$ cat config.mk
export PLATFORM = sky130hd
export DESIGN_NAME = vliw_fetch_unit
export DESIGN_NICKNAME = d
export VERILOG_FILES = /design/src/rtl/vliw_fetch_unit.sv
export SDC_FILE = /design/constraint.sdc
export NUM_CORES = 1
export LEC_CHECK = 0
export ABC_AREA = 1
export BUFFER_PORTS_ARGS = -buffer_cell sky130_fd_sc_hd__clkbuf_2
export CORE_MARGIN = 8
export CORE_UTILIZATION = 50
export CTS_CLUSTER_DIAMETER = 80
export CTS_CLUSTER_SIZE = 8
export DETAILED_ROUTE_END_ITERATION = 6
export PLACE_DENSITY = 0.69
export SETUP_SLACK_MARGIN = 0.5
export SYNTH_ARGS = -nofsm -noshare
export SYNTH_HDL_FRONTEND = slang
export SYNTH_SLANG_ARGS = --single-unit
$ cat constraint.sdc
create_clock -name clk -period 26 [get_ports clk]
set_input_delay 3.9 -clock clk [delete_from_list [all_inputs] [get_ports clk]]
set_output_delay 3.9 -clock clk [all_outputs]
set_load 0.05 [all_outputs]
$ cat src/rtl/vliw_fetch_unit.sv
// VLIW instruction fetch: one 32-bit word per cycle from imem, assembled into
// NSLOT-word bundles, buffered in a 2-entry FIFO behind a valid/ready port.
module vliw_fetch_unit #(
  parameter int NSLOT    = 8,
  parameter int AW       = 16,
  parameter int RESET_PC = 0
) (
  input  logic                clk,
  input  logic                rst,
  output logic                imem_req,
  output logic [AW-1:0]       imem_addr,
  input  logic [31:0]         imem_rdata,
  input  logic                redirect_valid,
  input  logic [AW-1:0]       redirect_pc,
  output logic                bundle_valid,
  input  logic                bundle_ready,
  output logic [NSLOT*32-1:0] bundle,
  output logic [AW-1:0]       bundle_pc
);
  localparam int KW = $clog2(NSLOT);
  localparam int BW = NSLOT * 32;
  localparam logic [KW-1:0] K_LAST = KW'(NSLOT - 1);

  typedef enum logic {IDLE, FETCH} state_t;
  state_t state, state_nx;

  logic [AW-1:0]   pc;
  logic [KW-1:0]   k;
  logic [1:0]      count;
  logic            head, tail;
  logic            assembling;
  logic            vld_p1;
  logic [KW-1:0]   k_p1;
  logic [AW-1:0]   asm_pc;
  logic [BW-33:0]  asm_data;
  logic [BW-1:0]   fifo_data [2];
  logic [AW-1:0]   fifo_pc [2];

  logic            push, pop, last_beat, slot_free;
  logic [1:0]      occ;
  logic [BW-1:0]   push_data;

  // rst gates the request so the port reads idle for the whole reset window
  assign imem_req     = (state == FETCH) && !rst;
  assign imem_addr    = imem_req ? pc + AW'(k) : '0;
  assign bundle_valid = (count != 2'd0);
  assign bundle       = bundle_valid ? fifo_data[head] : '0;
  assign bundle_pc    = bundle_valid ? fifo_pc[head] : '0;

  assign pop       = bundle_valid && bundle_ready;
  assign push      = vld_p1 && (k_p1 == K_LAST);
  assign push_data = {asm_data, imem_rdata};
  assign last_beat = imem_req && (k == K_LAST);

  // Occupancy after this cycle's pop, plus the bundle under construction
  assign occ       = count - {1'b0, pop};
  assign slot_free = ({1'b0, occ} + {2'b0, assembling}) < 3'd2;

  always_comb begin
    state_nx = state;
    if (redirect_valid) begin
      state_nx = FETCH;
    end else begin
      case (state)
        IDLE:    if (slot_free) state_nx = FETCH;
        FETCH:   if (last_beat && (occ != 2'd0)) state_nx = IDLE;
        default: state_nx = IDLE;
      endcase
    end
  end

  always_ff @(posedge clk or posedge rst) begin
    if (rst) begin
      state      <= FETCH;
      pc         <= AW'(RESET_PC);
      k          <= '0;
      count      <= 2'd0;
      head       <= 1'b0;
      tail       <= 1'b0;
      assembling <= 1'b0;
      vld_p1     <= 1'b0;
    end else begin
      state  <= state_nx;
      // Data for a request issued in a redirect cycle is discarded on arrival
      vld_p1 <= imem_req && !redirect_valid;
      if (redirect_valid) begin
        pc         <= redirect_pc;
        k          <= '0;
        count      <= 2'd0;
        head       <= 1'b0;
        tail       <= 1'b0;
        assembling <= 1'b0;
      end else begin
        if (imem_req) begin
          k <= last_beat ? '0 : k + KW'(1);
          if (last_beat) pc <= pc + AW'(NSLOT);
        end
        if (imem_req && (k == '0)) assembling <= 1'b1;
        else if (push)             assembling <= 1'b0;
        if (push) tail <= ~tail;
        if (pop)  head <= ~head;
        count <= count + {1'b0, push} - {1'b0, pop};
      end
    end
  end

  // ---- stage p0 -> p1: request issued, word returns one cycle later ----
  always_ff @(posedge clk) begin
    k_p1 <= k;
    if (imem_req && (k == '0)) asm_pc <= pc;
    if (vld_p1 && (k_p1 != K_LAST))
      asm_data[BW-64-32*int'(k_p1) +: 32] <= imem_rdata;
    if (push) begin
      fifo_data[tail] <= push_data;
      fifo_pc[tail]   <= asm_pc;
    end
  end

  always_ff @(posedge clk) begin
    if (!rst && !redirect_valid)
      assert (!(push && !pop && count == 2'd2));
  end
endmodule

Word level (Yosys, flattened, before mapping)
Memory sizes are Yosys's and may differ from the RTL's.
Cells that the tools add are included.
Widths: inputs -> output; s select.
{"block": "op_classes", "eq_ne": 3, "muxes": 24, "bitwise_logic": 3, "shift": 2, "n_addsub": 9, "reduce_logical": 19, "magnitude_cmp": 1}
{"cell": "$mux 256", "n": 1}
{"cell": "$bwmux 224", "n": 1}
{"cell": "$shift 32x33->224 const A", "n": 1}
{"cell": "$shiftx 32x33->224", "n": 1}
{"cell": "$mux 16", "n": 5}
{"cell": "$neg 9->33", "n": 1}
{"cell": "$add 16x3->16", "n": 1}
{"cell": "$add 16x4->16 const B", "n": 1}
{"cell": "$mux 1", "n": 12}
{"cell": "$reduce_bool 2->1", "n": 6}
{"cell": "$mux 3", "n": 3}
{"cell": "$sub 8x8->9 const A", "n": 1}
{"cell": "$logic_and 1x1->1", "n": 8}
{"cell": "$eq 3x3->1 const B", "n": 2}
{"cell": "$sub 2x1->2", "n": 2}
{"cell": "$add 2x1->3", "n": 1}
{"cell": "$add 3x1->3 const B", "n": 1}
{"cell": "$logic_not 3->1", "n": 1}
{"cell": "$lt 3x2->1 const B", "n": 1}
{"cell": "$ne 3x3->1 const B", "n": 1}
{"cell": "$not 1->1", "n": 3}
{"cell": "$reduce_bool 3->1", "n": 1}
{"cell": "$add 2x1->2", "n": 1}
{"cell": "$logic_not 1->1", "n": 2}
{"cell": "other kinds (3)", "n": 3}
{"block": "totals", "mem_bits_rw": 544, "in_bits": 52, "ff_bits": 269, "n_memories": 2, "output_inout_bits": 290}
{"memory": "fifo_data", "words": 2, "width": 256, "rd": 1, "rd_clocked_by_memory_dff": 0, "write_ports": 1, "line_no": "36", "text": "logic [BW-1:0] fifo_data [2];"}
{"memory": "fifo_pc", "words": 2, "width": 16, "rd": 1, "rd_clocked_by_memory_dff": 0, "write_ports": 1, "line_no": "37", "text": "logic [AW-1:0] fifo_pc [2];"}

Longest topological paths before layout
Gate-level depths: netlist of run 1.
{"block": "logic_depth", "depth_word": 8, "ltp_mapped": 15, "mapped_depth_nobuf": 13}

Worst setup path before layout of run 1
Ideal clock, no wire load.
{"block": "synth_path", "path_kind": "reg2reg", "startpoint": "register k_p1[0]", "endpoint": "memory fifo_data[1][0] (netlist name), enable pin", "path_stages_with_launch": 5, "n_path_buf": 0, "required_ps": 25089, "setup_slack_ps": 13003, "period_less_slack_ps": 12997, "arrival_ps": 12085, "cell_sequence": "dfxtp_1 > ha_1 > ha_1 > nand2_1 > nor2_1"}
{"block": "synth_between", "elab_chain_cells": 4}
{"element": "start: declaration", "line_no": "33", "text": "logic [KW-1:0] k_p1;"}
{"element": "start signal: assignment", "line_no": "109", "text": "k_p1 <= k;"}
{"element": "$eq 3x3->1", "line_no": "51", "text": "assign push = vld_p1 && (k_p1 == K_LAST);"}
{"element": "$logic_and 1x1->1", "line_no": "51"}
{"element": "$mux 1", "line_no": "113", "text": "if (push) begin"}
{"element": "$mux 1 (not written as such)", "line_no": "114", "text": "fifo_data[tail] <= push_data;"}
{"element": "end: declaration", "line_no": "36"}
No other way between the ends.

Worst setup path in the final report of run 1
{"block": "layout_path", "startpoint": "input rst", "endpoint": "output imem_addr[7]"}
{"block": "layout_between", "elab_chain_cells": 3}
{"element": "start: declaration", "line_no": "9", "text": "input logic rst,"}
{"element": "$logic_not 1->1"}
{"element": "$logic_and 1x1->1", "line_no": "44", "text": "assign imem_req = (state == FETCH) && !rst;"}
{"element": "$mux 16", "line_no": "45", "text": "assign imem_addr = imem_req ? pc + AW'(k) : '0;"}
{"element": "end: declaration", "line_no": "11", "text": "output logic [AW-1:0] imem_addr,"}
No other way between the ends.

==> results of run 1 <==
kinds of logic (layout without fill, tap and decap cells):
kind of cell	Yosys count	after routing	synth area share (%)
buf+inv	277	635	3.75
simple gates	1060	1060	13.6
compound gates	309	309	4.96
flops	813	813	76.8
xor+xnor	4	4	0.111
fa+ha+maj	18	18	0.737
cell type report:
cell class	count	area, um2
Clock inverter	6	86.3
Sequential cell	813	24300
Clock buffer	133	2900
Inverter	132	503
Timing Repair Buffer	364	1890
Fill cell	4943	25800
Multi-Input combinational cell	1391	6200
Tap cell	846	1060
cell usage after synthesis:
cell type / n / area (um2)
dfstp_2: 1 / 26.3
buf_4: 9 / 67.6
inv_1: 125 / 469
nor3_2: 6 / 60.1
o211ai_1: 6 / 45.0
o21ai_0: 15 / 75.1
xnor2_1: 3 / 26.3
and3_1: 1 / 6.26
fa_1: 1 / 20.0
nor2_8: 1 / 20.0
buf_6: 6 / 67.6
nand3_1: 34 / 170
inv_2: 6 / 22.5
a31oi_1: 1 / 6.26
clkbuf_1: 63 / 236
clkinv_1: 1 / 3.75
nand2_2: 3 / 18.8
dfxtp_1: 3 / 60.1
buf_2: 52 / 260
dfrtp_1: 25 / 626
edfxtp_1: 784 / 23500
nor2b_1: 1 / 6.26
xor2_1: 1 / 8.76
nor2_1: 188 / 706
nand4_1: 4 / 25.0
nor3_1: 145 / 726
buf_1: 15 / 56.3
o22ai_1: 2 / 12.5
a21oi_1: 285 / 1430
nor2_2: 3 / 18.8
and2_1: 1 / 6.26
nand3b_1: 1 / 7.51
ha_1: 17 / 213
nand2_1: 672 / 2520
metrics by stage:
step | area, um2 | total power, W | setup slack [ns]
floorplan | 31600 | 0.00227 | 13.00
global placement | 33900 | 0.00256 | 16.78
detailed placement | 33900 | 0.00257 | 16.72
CTS | 36900 | 0.00384 | 16.72
global route | 36900 | 0.00394 | 16.57
finish | 36900 | 0.00382 | 16.70
cell usage in the layout, fill, tap and decap left out, drive strengths merged:
master / instances
a21oi: 285
a31oi: 1
and2: 1
and3: 1
buf: 23
clkbuf: 474
clkinv: 4
dfrtp: 25
dfstp: 1
dfxtp: 3
edfxtp: 784
fa: 1
ha: 17
inv: 134
nand2: 675
nand3: 34
nand3b: 1
nand4: 4
nor2: 192
nor2b: 1
nor3: 151
o211ai: 6
o21ai: 15
o22ai: 2
xnor2: 3
xor2: 1
state kept, by name, summed over array words and instances, names as in the netlist:
| signal | cells |
|---|---|
| asm_data | 224 |
| asm_pc | 16 |
| assembling | 1 |
| count | 2 |
| fifo_data | 512 |
| fifo_pc | 32 |
| head | 1 |
| k | 3 |
| k_p1 | 3 |
| pc | 16 |
| state | 1 |
| tail | 1 |
| vld_p1 | 1 |
per-layer routing:
| metal | wire length [um] | vias to the layer above | track usage (%) | share of wire [%] |
|---|---|---|---|---|
| met5 | 0 | - | 0 | 0 |
| met4 | 2700 | 0 | 8.25 | 3.2 |
| met3 | 7750 | 150 | 5.54 | 9.1 |
| met2 | 40200 | 976 | 36.6 | 47 |
| met1 | 34500 | 10000 | 31.8 | 41 |
| li1 | - | 9225 | - | - |
final timing paths:
| kind | start | end | slack, ns | cells after the start |
|---|---|---|---|---|
| setup / recovery | rst | imem_addr[7] | 16.70 | 5 |
| hold / removal | asm_data[28]$_DFFE_PP_ | fifo_data[0][60]$_DFFE_PP_ | 0.43 | 0 |
| setup reg to reg | k_p1[0]$_DFF_P_ | asm_data[56]$_DFFE_PP_ | 20.94 | 11 |
| hold reg to reg | asm_data[28]$_DFFE_PP_ | fifo_data[0][60]$_DFFE_PP_ | 0.43 | 0 |
| max in group asynchronous | rst | head$_DFFE_PP0P_ | 21.70 | 2 |
| min in group asynchronous | rst | k[0]$_DFFE_PP0P_ | 3.52 | 2 |
power by group through the flow:
stage	clock, W	combinational (W)	sequential [W]
5_1_grt	0.00135	0.00113	0.00147
2_1_floorplan	0	0.000791	0.00147
6_report	0.00128	0.00107	0.00146
3_5_place_dp	0	0.00108	0.00149
4_1_cts	0.00130	0.00108	0.00146
3_3_place_gp	0	0.00107	0.00149
==> results.md, run 1 <==
* TritonCTS clock tree: done
* All-layer global routing usage at around a quarter
* Final std cells w/o fill at 3685
* ANT nets after route at 0
* Syn nets at 2551
* Cell mode on critical path: clkbuf_2
* CTS root buf: clkbuf_16
* Via count at 20400
* VDD IR max at around 0.00011 V
* Total gr overflow at 0
* WL/cell at 23.1 um
* Largest net degree at the start of global routing at 217
* DP Cell Count at about 3500
* Clock Latency Late Sink at 0.68 ns
* Status: complete, no violations
* Die footprint at between 0.07 and 0.08 mm2
* Clock share of power at roughly a third
* CTS H-tree lvls at 3
* Post-CTS Hold Buffers at 0
* Pre-antenna DRT Iters at 6
* TritonCTS buffer count at approximately 110
* Clk sinks at 813
* Syn avg cell area at 12.7 um2
* Yosys warning count at 0
* Core Area at around 0.063 mm2
* Worst hold path type: reg -> reg
* Cell internal pwr at roughly 0.0024 W
* Synthesized area at around 0.032 mm2
* Clk_skew at between 0.03 and 0.04 ns
* Max Slew Vio Count at 0
* I/O Buffers at ~340
* Critical path required time at about 22 ns
* Max Cap Violations at 0
* DRT iter0 DRCs at approximately 2100
* Placement Rows at 92
* Worst Path Arrival at 5.40 ns
* Slew HR at roughly 14%
* Worst-margin pin slew at 1.30 ns
* Routed wire length at 85.1 mm
* Cells after Synth at around 2500
* Setup_tns at 0 ns
* Critical Path Max Stage Delay at around 0.57 ns
* Logic pwr share at between 20% and 30%
* Clock transition at path regs at around 0.050 ns
* # IOs at 342
* Initial antenna violation count at 0
* Synthesis-to-layout area growth at 16.9%
* DR vias/cell at around 5.5
* First-pass GRT wire length at approximately 130 mm
* Worst path bufs/invs at 3
* Crit path cell chain: clkbuf_2 -> nor2_2 -> inv_1 -> nor3_1 -> clkbuf_2
* Final critical-path share of the clock period at a little over a third
* Core Util, Final at around three fifths
* Switching share of total power at 37.4%
* DP HPWL at around 53 mm
* CTS Buffer Depth at 3
* RSZ-0062 raised after global routing: false
* Vias in the first global route at 20000
* Post-CTS Setup Bufs at 0
* Setup CP Type: in -> out
* Critical Path Slowest Stage Cell: nor2_2
* Delay-heaviest family, CP: simple AND/OR/NAND/NOR gates
* CP Max Fanout at 17
* LEAKAGE at roughly 14 nW
* Final hold slack at between 0.4 and 0.5 ns
* Switching power at about 0.0014 W
* Layout cells sized above 1 at between 15 and 20%
* Starting density of the core at between 50% and 60%
* Chip Height at between 200 and 300 um
* Seq pwr share at between 30% and 40%
* Drt drc at 0
* Flops & latches, synth at 813
* Min cycle time layout at 9.30 ns
* N_diodes at 0
* Setup crit end kind: output port
* Final Hold Fails at 0
* Post-CTS resize count at 0
* Final Setup Violations at 0
* Fin nets at slightly below 3000
* F_max at 0.108 GHz
* Pwr Density at 103 mW/mm2
* Startpoint types: input port
* Yosys cell types at 34
* Post-synthesis sequential area ratio at around three quarters
* Die Width at 267 um
* Placer Congestion at approximately 0.88
Note: power is estimated with default switching activity, not from simulation.
==> inputs of run 2 (changes only) <==
--- a/config.mk
+++ b/config.mk
@@ -12,7 +12,7 @@
 export CTS_CLUSTER_DIAMETER = 80
 export CTS_CLUSTER_SIZE = 8
 export DETAILED_ROUTE_END_ITERATION = 6
-export PLACE_DENSITY = 0.69
+export PLACE_DENSITY = 0.71
 export SETUP_SLACK_MARGIN = 0.5
 export SYNTH_ARGS = -nofsm -noshare
 export SYNTH_HDL_FRONTEND = slang
==> constraint.sdc (replaced) <==
create_clock -name clk -period 8.4 [get_ports clk]
set_input_delay 1.26 -clock clk [delete_from_list [all_inputs] [get_ports clk]]
set_output_delay 1.26 -clock clk [all_outputs]
set_load 0.05 [all_outputs]
==> run 2 against run 1 <==
Net effect: sequential share of layout area barely moved; global-route usage increased by 0.44 points; core utilization hardly changed; critical path type is now reg -> out; largest cell class unchanged; cell area is essentially flat; critical endpoint is now bundle[82].
==> results.md, run 2 (synthesized netlist as in run 1, its figures left out) <==
* Layout cells sized above 1 at 18.0% (was 18.2%)
* LEAKAGE at 13.8 nW (about the same)
* CP Max Fanout at 180 (was 17)
* Worst hold path type: reg -> reg (unchanged)
* Switching share of total power at 36.9% (was 37.4%)
* Largest net degree at the start of global routing at 224 (was 217)
* Clock Latency Late Sink at 0.65 ns (was 0.68 ns)
* Total gr overflow at 0 (unchanged)
* Reg2reg start: k_p1[0]$_DFF_P_ (unchanged)
* I/O Buffers at 341 (unchanged)
* Starting density of the core at 50.3% (unchanged)
* CTS Buffer Depth at 3 (unchanged)
* Footprint of the multi-input gates at 0.00620 mm2 (unchanged)
* Most common cell after layout, fill and taps aside: edfxtp_1 (unchanged)
* Core Area at 0.0627 mm2 (unchanged)
* Hold path start: asm_data[8]$_DFFE_PP_ (was asm_data[28]$_DFFE_PP_)
* ANT nets after route at 0 (unchanged)
* Fillcell total at 4908 (was 4943)
* Worst Path Arrival at 4.22 ns (was 5.40 ns)
* TritonCTS buffer count at 112 (was 111)
* TritonCTS clock tree: done (unchanged)
* Setup CP Type: reg -> out (was in -> out)
* CTS root buf: clkbuf_16 (unchanged)
* Final Setup Violations at 0 (unchanged)
* Status: complete, no violations (unchanged)
* VDD IR max at 0.000193 V (was 0.000110 V)
* Setup_tns at 0 ns (unchanged)
* Routed wire length at 85.8 mm (was 85.1 mm)
* Final Cell Area at 0.0369 mm2 (about the same)
* Commonest non-fill, non-tap cells in the layout: 784 x edfxtp_1, 671 x nand2_1, 341 x clkbuf_2, 285 x a21oi_1, 181 x nor2_1 (unchanged)
* Final Hold Fails at 0 (unchanged)
* Worst Setup SP: head$_DFFE_PP0P_ (was rst)
* Chip Height at 267 um (unchanged)
* Placement Rows at 92 (unchanged)
* DP HPWL at 53.8 mm (was 52.8 mm)
* First-pass GRT wire length at 128 mm (was 125 mm)
* Post-CTS resize count at 0 (unchanged)
* Placement Cell Area at 0.0339 mm2 (about the same)
* Synthesis-to-layout area growth at 16.8% (was 16.9%)
* RSZ-0062 raised after global routing: false (unchanged)
* Die Width at 267 um (unchanged)
* Critical path required time at 7.14 ns (was 22.10 ns)
* Max Cap Violations at 0 (unchanged)
* Final critical-path share of the clock period at about two thirds
* Seq pwr share at 38.5% (was 38.4%)
* F_max at about 0.18 GHz
* Drt drc at 0 (unchanged)
* CTS H-tree lvls at 3 (unchanged)
* All-layer global routing usage at 23.7% (was 23.3%)
* Fin nets at 2877 (was 2883)
* Max Slew Vio Count at 0 (unchanged)
* Logic pwr share at 28.0% (was 28.2%)
* Max FFs per register at 512 (unchanged)
* Cell internal pwr at 0.00742 W (was 0.00239 W)
* Sequential Area at 0.0243 mm2 (about the same)
* Die footprint at 0.0714 mm2 (unchanged)
* Pwr Density at 319 mW/mm2 (was 103 mW/mm2)
* Pre-antenna DRT Iters at 6 (unchanged)
* # IOs at 342 (unchanged)
* Min cycle time layout at between 5 and 6 ns
* Switching power at 0.00434 W (was 0.00143 W)
* Top Registers: fifo_data: 512 flops, asm_data: 224 flops, fifo_pc: 32 flops (unchanged)
* Vias in the first global route at 20500 (was 20000)
* Via count at 20400 (about the same)
* DR vias/cell at 5.55 (was 5.53)
* Placer Congestion at 0.863 (was 0.877)
* Initial antenna violation count at 0 (unchanged)
* DRT iter0 DRCs at 2170 (was 2084)
* Setup crit end kind: output port (unchanged)
* Worst-margin pin slew at 1.33 ns (was 1.30 ns)
* Post-CTS Hold Buffers at 0 (unchanged)
* N_diodes at 0 (unchanged)
* Clk sinks at 813 (unchanged)
* Top reg by flops: fifo_data (unchanged)
* Slew HR at 11.5% (was 13.5%)
* Clock transition at path regs at 0.05 ns (about the same)
* Clock share of power at 33.5% (about the same)
* Clk_skew at 0.0148 ns (was 0.0336 ns)
* Startpoint types: flop (was input port)
* Post-CTS Setup Bufs at 0 (unchanged)
* WL/cell at 23.3 um (was 23.1 um)
==> run 2: power by group through the flow <==
stage,sequential (W),combinational (W),clock [W]
after global placement,0.00460,0.00328,0
final,0.00453,0.00329,0.00394
after CTS,0.00453,0.00331,0.00400
after global routing,0.00453,0.00346,0.00417
after detailed placement,0.00461,0.00330,0
after floorplan,0.00456,0.00245,0
==> run 2: per-layer routing <==
layer  GRT usage, %  wire [um]  vias to the layer above
met5              0          0                        -
met4           9.22       3060                        0
met3           6.62       8840                      158
met2           36.8      40000                     1069
met1           31.8      33900                     9991
li1               -          -                     9210
==> run 2: layout make-up <==
| class | count | area share [%] |
|---|---|---|
| inverter | 132 | 1.36 |
| tap | 846 | 2.87 |
| clock inverter | 5 | 0.112 |
| sequential | 813 | 65.8 |
| timing repair buffer | 357 | 5.05 |
| clock buffer | 136 | 8.02 |
| multi-input combinational | 1391 | 16.8 |
==> run 2: per-stage QoR <==
step                      hold slack (ns)  utilization [%]  instances  power, W  setup slack [ns]
after floorplan                     0.397                -       2481   0.00701            0.0137
after global placement              0.422             54.0       3539   0.00789              3.65
after detailed placement            0.430             54.0       3539   0.00790              3.60
after CTS                           0.433             58.8       3680    0.0118              3.09
after global routing                0.445             58.8       3680    0.0122              2.77
final                               0.435             58.8       3680    0.0118              2.92
==> run 2: path summary, 6_finish.rpt <==
| check | end | slack [ns] | cells after the start |
|---|---|---|---|
| setup / recovery | bundle[82] | 2.92 | 5 |
| hold / removal | fifo_data[0][40]$_DFFE_PP_ | 0.43 | 0 |
| setup reg to reg | asm_data[60]$_DFFE_PP_ | 3.53 | 11 |
| hold reg to reg | fifo_data[0][40]$_DFFE_PP_ | 0.43 | 0 |
| max in group asynchronous | head$_DFFE_PP0P_ | 6.68 | 2 |
| min in group asynchronous | pc[11]$_DFFE_PP0P_ | 0.92 | 2 |
==> run 2: worst max-delay path, cell delays in order, from the launching register on <==
cell	delay, ns
dfrtp_4	0.72
inv_8	0.68
buf_4	0.93
nand2_1	0.14
a21oi_1	0.23
clkbuf_2	0.33
==> inputs of run 3 (changes only) <==
==> constraint.sdc (replaced) <==
create_clock -name clk -period 4.65 [get_ports clk]
set_input_delay 0.6975 -clock clk [delete_from_list [all_inputs] [get_ports clk]]
set_output_delay 0.6975 -clock clk [all_outputs]
set_load 0.05 [all_outputs]
==> run 3 against run 2 <==
Net effect: final cell count up 0.33%; non-clock buffer count up 11; die area unchanged; clock power up 83%; critical path type unchanged; highest routed layer is now met5.
==> results.md, run 3 (synthesized netlist as in run 1, its figures left out) <==
* Status: complete, no violations (unchanged)
* Top Registers: fifo_data: 512 flops, asm_data: 224 flops, fifo_pc: 32 flops (unchanged)
* Clk_skew at 0.0301 ns (was 0.0148 ns)
* Placement Rows at 92 (unchanged)
* Core Area at 0.0627 mm2 (unchanged)
* Logic pwr share at 28.1% (was 28.0%)
* Post-CTS resize count at 0 (unchanged)
* Slew HR at 17.5% (was 11.5%)
* Clock transition at path regs at 0.05 ns (about the same)
* N_diodes at 0 (unchanged)
* Vias in the first global route at 20500 (about the same)
* Total gr overflow at 0 (unchanged)
* Worst-margin pin slew at 1.24 ns (was 1.33 ns)
* Drt drc at 0 (unchanged)
* Switching power at 0.00791 W (was 0.00434 W)
* Max Cap Violations at 0 (unchanged)
* VDD IR max at 0.000367 V (was 0.000193 V)
* Switching share of total power at 36.9% (about the same)
* Max Slew Vio Count at 0 (unchanged)
* Pre-antenna DRT Iters at 6 (unchanged)
* DP HPWL at 54.3 mm (was 53.8 mm)
* Placement Cell Area at 0.0341 mm2 (was 0.0339 mm2)
* First-pass GRT wire length at 125 mm (was 128 mm)
* Final std cells w/o fill at 3692 (was 3680)
* Placer Congestion at 0.894 (was 0.863)
* Post-CTS Hold Buffers at 0 (unchanged)
* Initial antenna violation count at 1 (was 0)
* All-layer global routing usage at 23.1% (was 23.7%)
* Worst Path Arrival at 3.31 ns (was 4.22 ns)
* Setup crit end kind: output port (unchanged)
* Starting density of the core at 50.3% (unchanged)
* Final Setup Violations at 0 (unchanged)
* Die footprint at 0.0714 mm2 (unchanged)
* Final Hold Fails at 0 (unchanged)
* Post-CTS Setup Bufs at 0 (unchanged)
* Max FFs per register at 512 (unchanged)
* Routed wire length at 84.0 mm (was 85.8 mm)
* Most common cell after layout, fill and taps aside: edfxtp_1 (unchanged)
* DR vias/cell at 5.54 (was 5.55)
* RSZ-0062 raised after global routing: false (unchanged)
* Die Width at 267 um (unchanged)
* Final hold slack at 0.254 ns (was 0.435 ns)
* Clock Latency Late Sink at 0.66 ns (was 0.65 ns)
* Clk sinks at 813 (unchanged)
* Worst hold path type: in -> reg (was reg -> reg)
* Core Util, Final at 59.2% (was 58.8%)
* Setup CP Type: reg -> out (unchanged)
* Top reg by flops: fifo_data (unchanged)
* Layout cells sized above 1 at 18.5% (was 18.0%)
* Final critical-path share of the clock period at a little under nine tenths
* Final Cell Area at 0.0371 mm2 (was 0.0369 mm2)
* Largest net degree at the start of global routing at 191 (was 224)
* WL/cell at 22.7 um (was 23.3 um)
* Chip Height at 267 um (unchanged)
* CTS Buffer Depth at 3 (unchanged)
* I/O Buffers at 341 (unchanged)
* Synthesis-to-layout area growth at 17.6% (was 16.8%)
* CP Max Fanout at 95 (was 180)
* DRT iter0 DRCs at 2468 (was 2170)
* Critical path required time at 3.95 ns (was 7.14 ns)
* Clock share of power at 33.7% (was 33.5%)
* TritonCTS clock tree: done (unchanged)
* Fin nets at 2888 (was 2877)
* LEAKAGE at 13.9 nW (was 13.8 nW)
* Commonest non-fill, non-tap cells in the layout: 784 x edfxtp_1, 670 x nand2_1, 341 x clkbuf_2, 285 x a21oi_1, 181 x nor2_1 (was 784 x edfxtp_1, 671 x nand2_1, 341 x clkbuf_2, 285 x a21oi_1, 181 x nor2_1)
* Via count at 20500 (was 20400)
* Pwr Density at 578 mW/mm2 (was 319 mW/mm2)
* Startpoint types: flop (unchanged)
* TritonCTS buffer count at 112 (unchanged)
* CTS root buf: clkbuf_16 (unchanged)
* Min cycle time layout at about 4.0 ns
* # IOs at 342 (unchanged)
* ANT nets after route at 0 (unchanged)
* Cell internal pwr at 0.0135 W (was 0.00742 W)
* DP Cell Count at 3550 (was 3539)
* CTS H-tree lvls at 3 (unchanged)
* F_max at 0.250 GHz
* Seq pwr share at 38.2% (was 38.5%)
==> run 3: cell count changes in the layout (fill, tap and decap cells not counted), moves of 2 or more <==
cell / before / now
buf_12: 3 / 8
buf_4: 13 / 19
dfxtp_1: 3 / 1
dfxtp_2: 0 / 2
ha_1: 16 / 14
ha_4: 0 / 2
inv_6: 3 / 1
nor3_2: 9 / 6
nor3_4: 0 / 3
==> run 3: critical path, cell delays in order (launching register included) <==
cell and delay [ns]:
dfrtp_4 0.73, inv_8 0.52, buf_4 0.49, nand2_1 0.11
a21oi_1 0.29, clkbuf_2 0.34
==> run 3: power groups by stage <==
stage	combinational (W)	sequential (W)	clock [W]
2_1_floorplan	0.00442	0.00824	0
3_3_place_gp	0.00602	0.00833	0
3_5_place_dp	0.00606	0.00833	0
4_1_cts	0.00608	0.00820	0.00732
5_1_grt	0.00634	0.00820	0.00761
6_report	0.00603	0.00820	0.00722
==> run 3: cell type report <==
| cell class | instances | area (um2) |
|---|---|---|
| Tap cell | 846 | 1060 |
| Multi-Input combinational cell | 1391 | 6250 |
| Inverter | 132 | 503 |
| Sequential cell | 813 | 24300 |
| Fill cell | 4834 | 25600 |
| Clock inverter | 5 | 66.3 |
| Timing Repair Buffer | 368 | 2010 |
| Clock buffer | 137 | 2980 |
==> run 3: metal layers <==
layer / global-route usage (%) / part of all wire [%] / vias to the layer above
li1: - / - / 9242
met2: 36.8 / 48 / 1033
met5: 0 / 0.015 / -
met1: 31.0 / 40 / 10000
met3: 5.97 / 9.8 / 145
met4: 8.07 / 2.9 / 2
==> run 3: through the flow <==
| stage | power [W] | setup WS, ns | TNS [ns] |
|---|---|---|---|
| after global placement | 0.0143 | 1.03 | 0 |
| after floorplan | 0.0127 | -0.500 | -265.65 |
| after detailed placement | 0.0144 | 0.930 | 0 |
| final | 0.0214 | 0.643 | 0 |
| after CTS | 0.0216 | 0.613 | 0 |
| after global routing | 0.0221 | 0.513 | 0 |
==> run 3: worst paths after layout <==
kind                                startpoint                    endpoint  slack [ns]  depth (start not counted)
max                           head$_DFFE_PP0P_                 bundle[213]        0.64                          5
min                             imem_rdata[22]  fifo_data[1][22]$_DFFE_PP_        0.25                          1
max reg2reg                    k_p1[0]$_DFF_P_     asm_data[175]$_DFFE_PP_        0.86                         13
min reg2reg                asm_pc[2]$_DFFE_PP_     fifo_pc[0][2]$_DFFE_PP_        0.44                          0
max in group asynchronous                  rst            head$_DFFE_PP0P_        3.54                          2
min in group asynchronous                  rst           pc[9]$_DFFE_PP0P_        0.35                          2
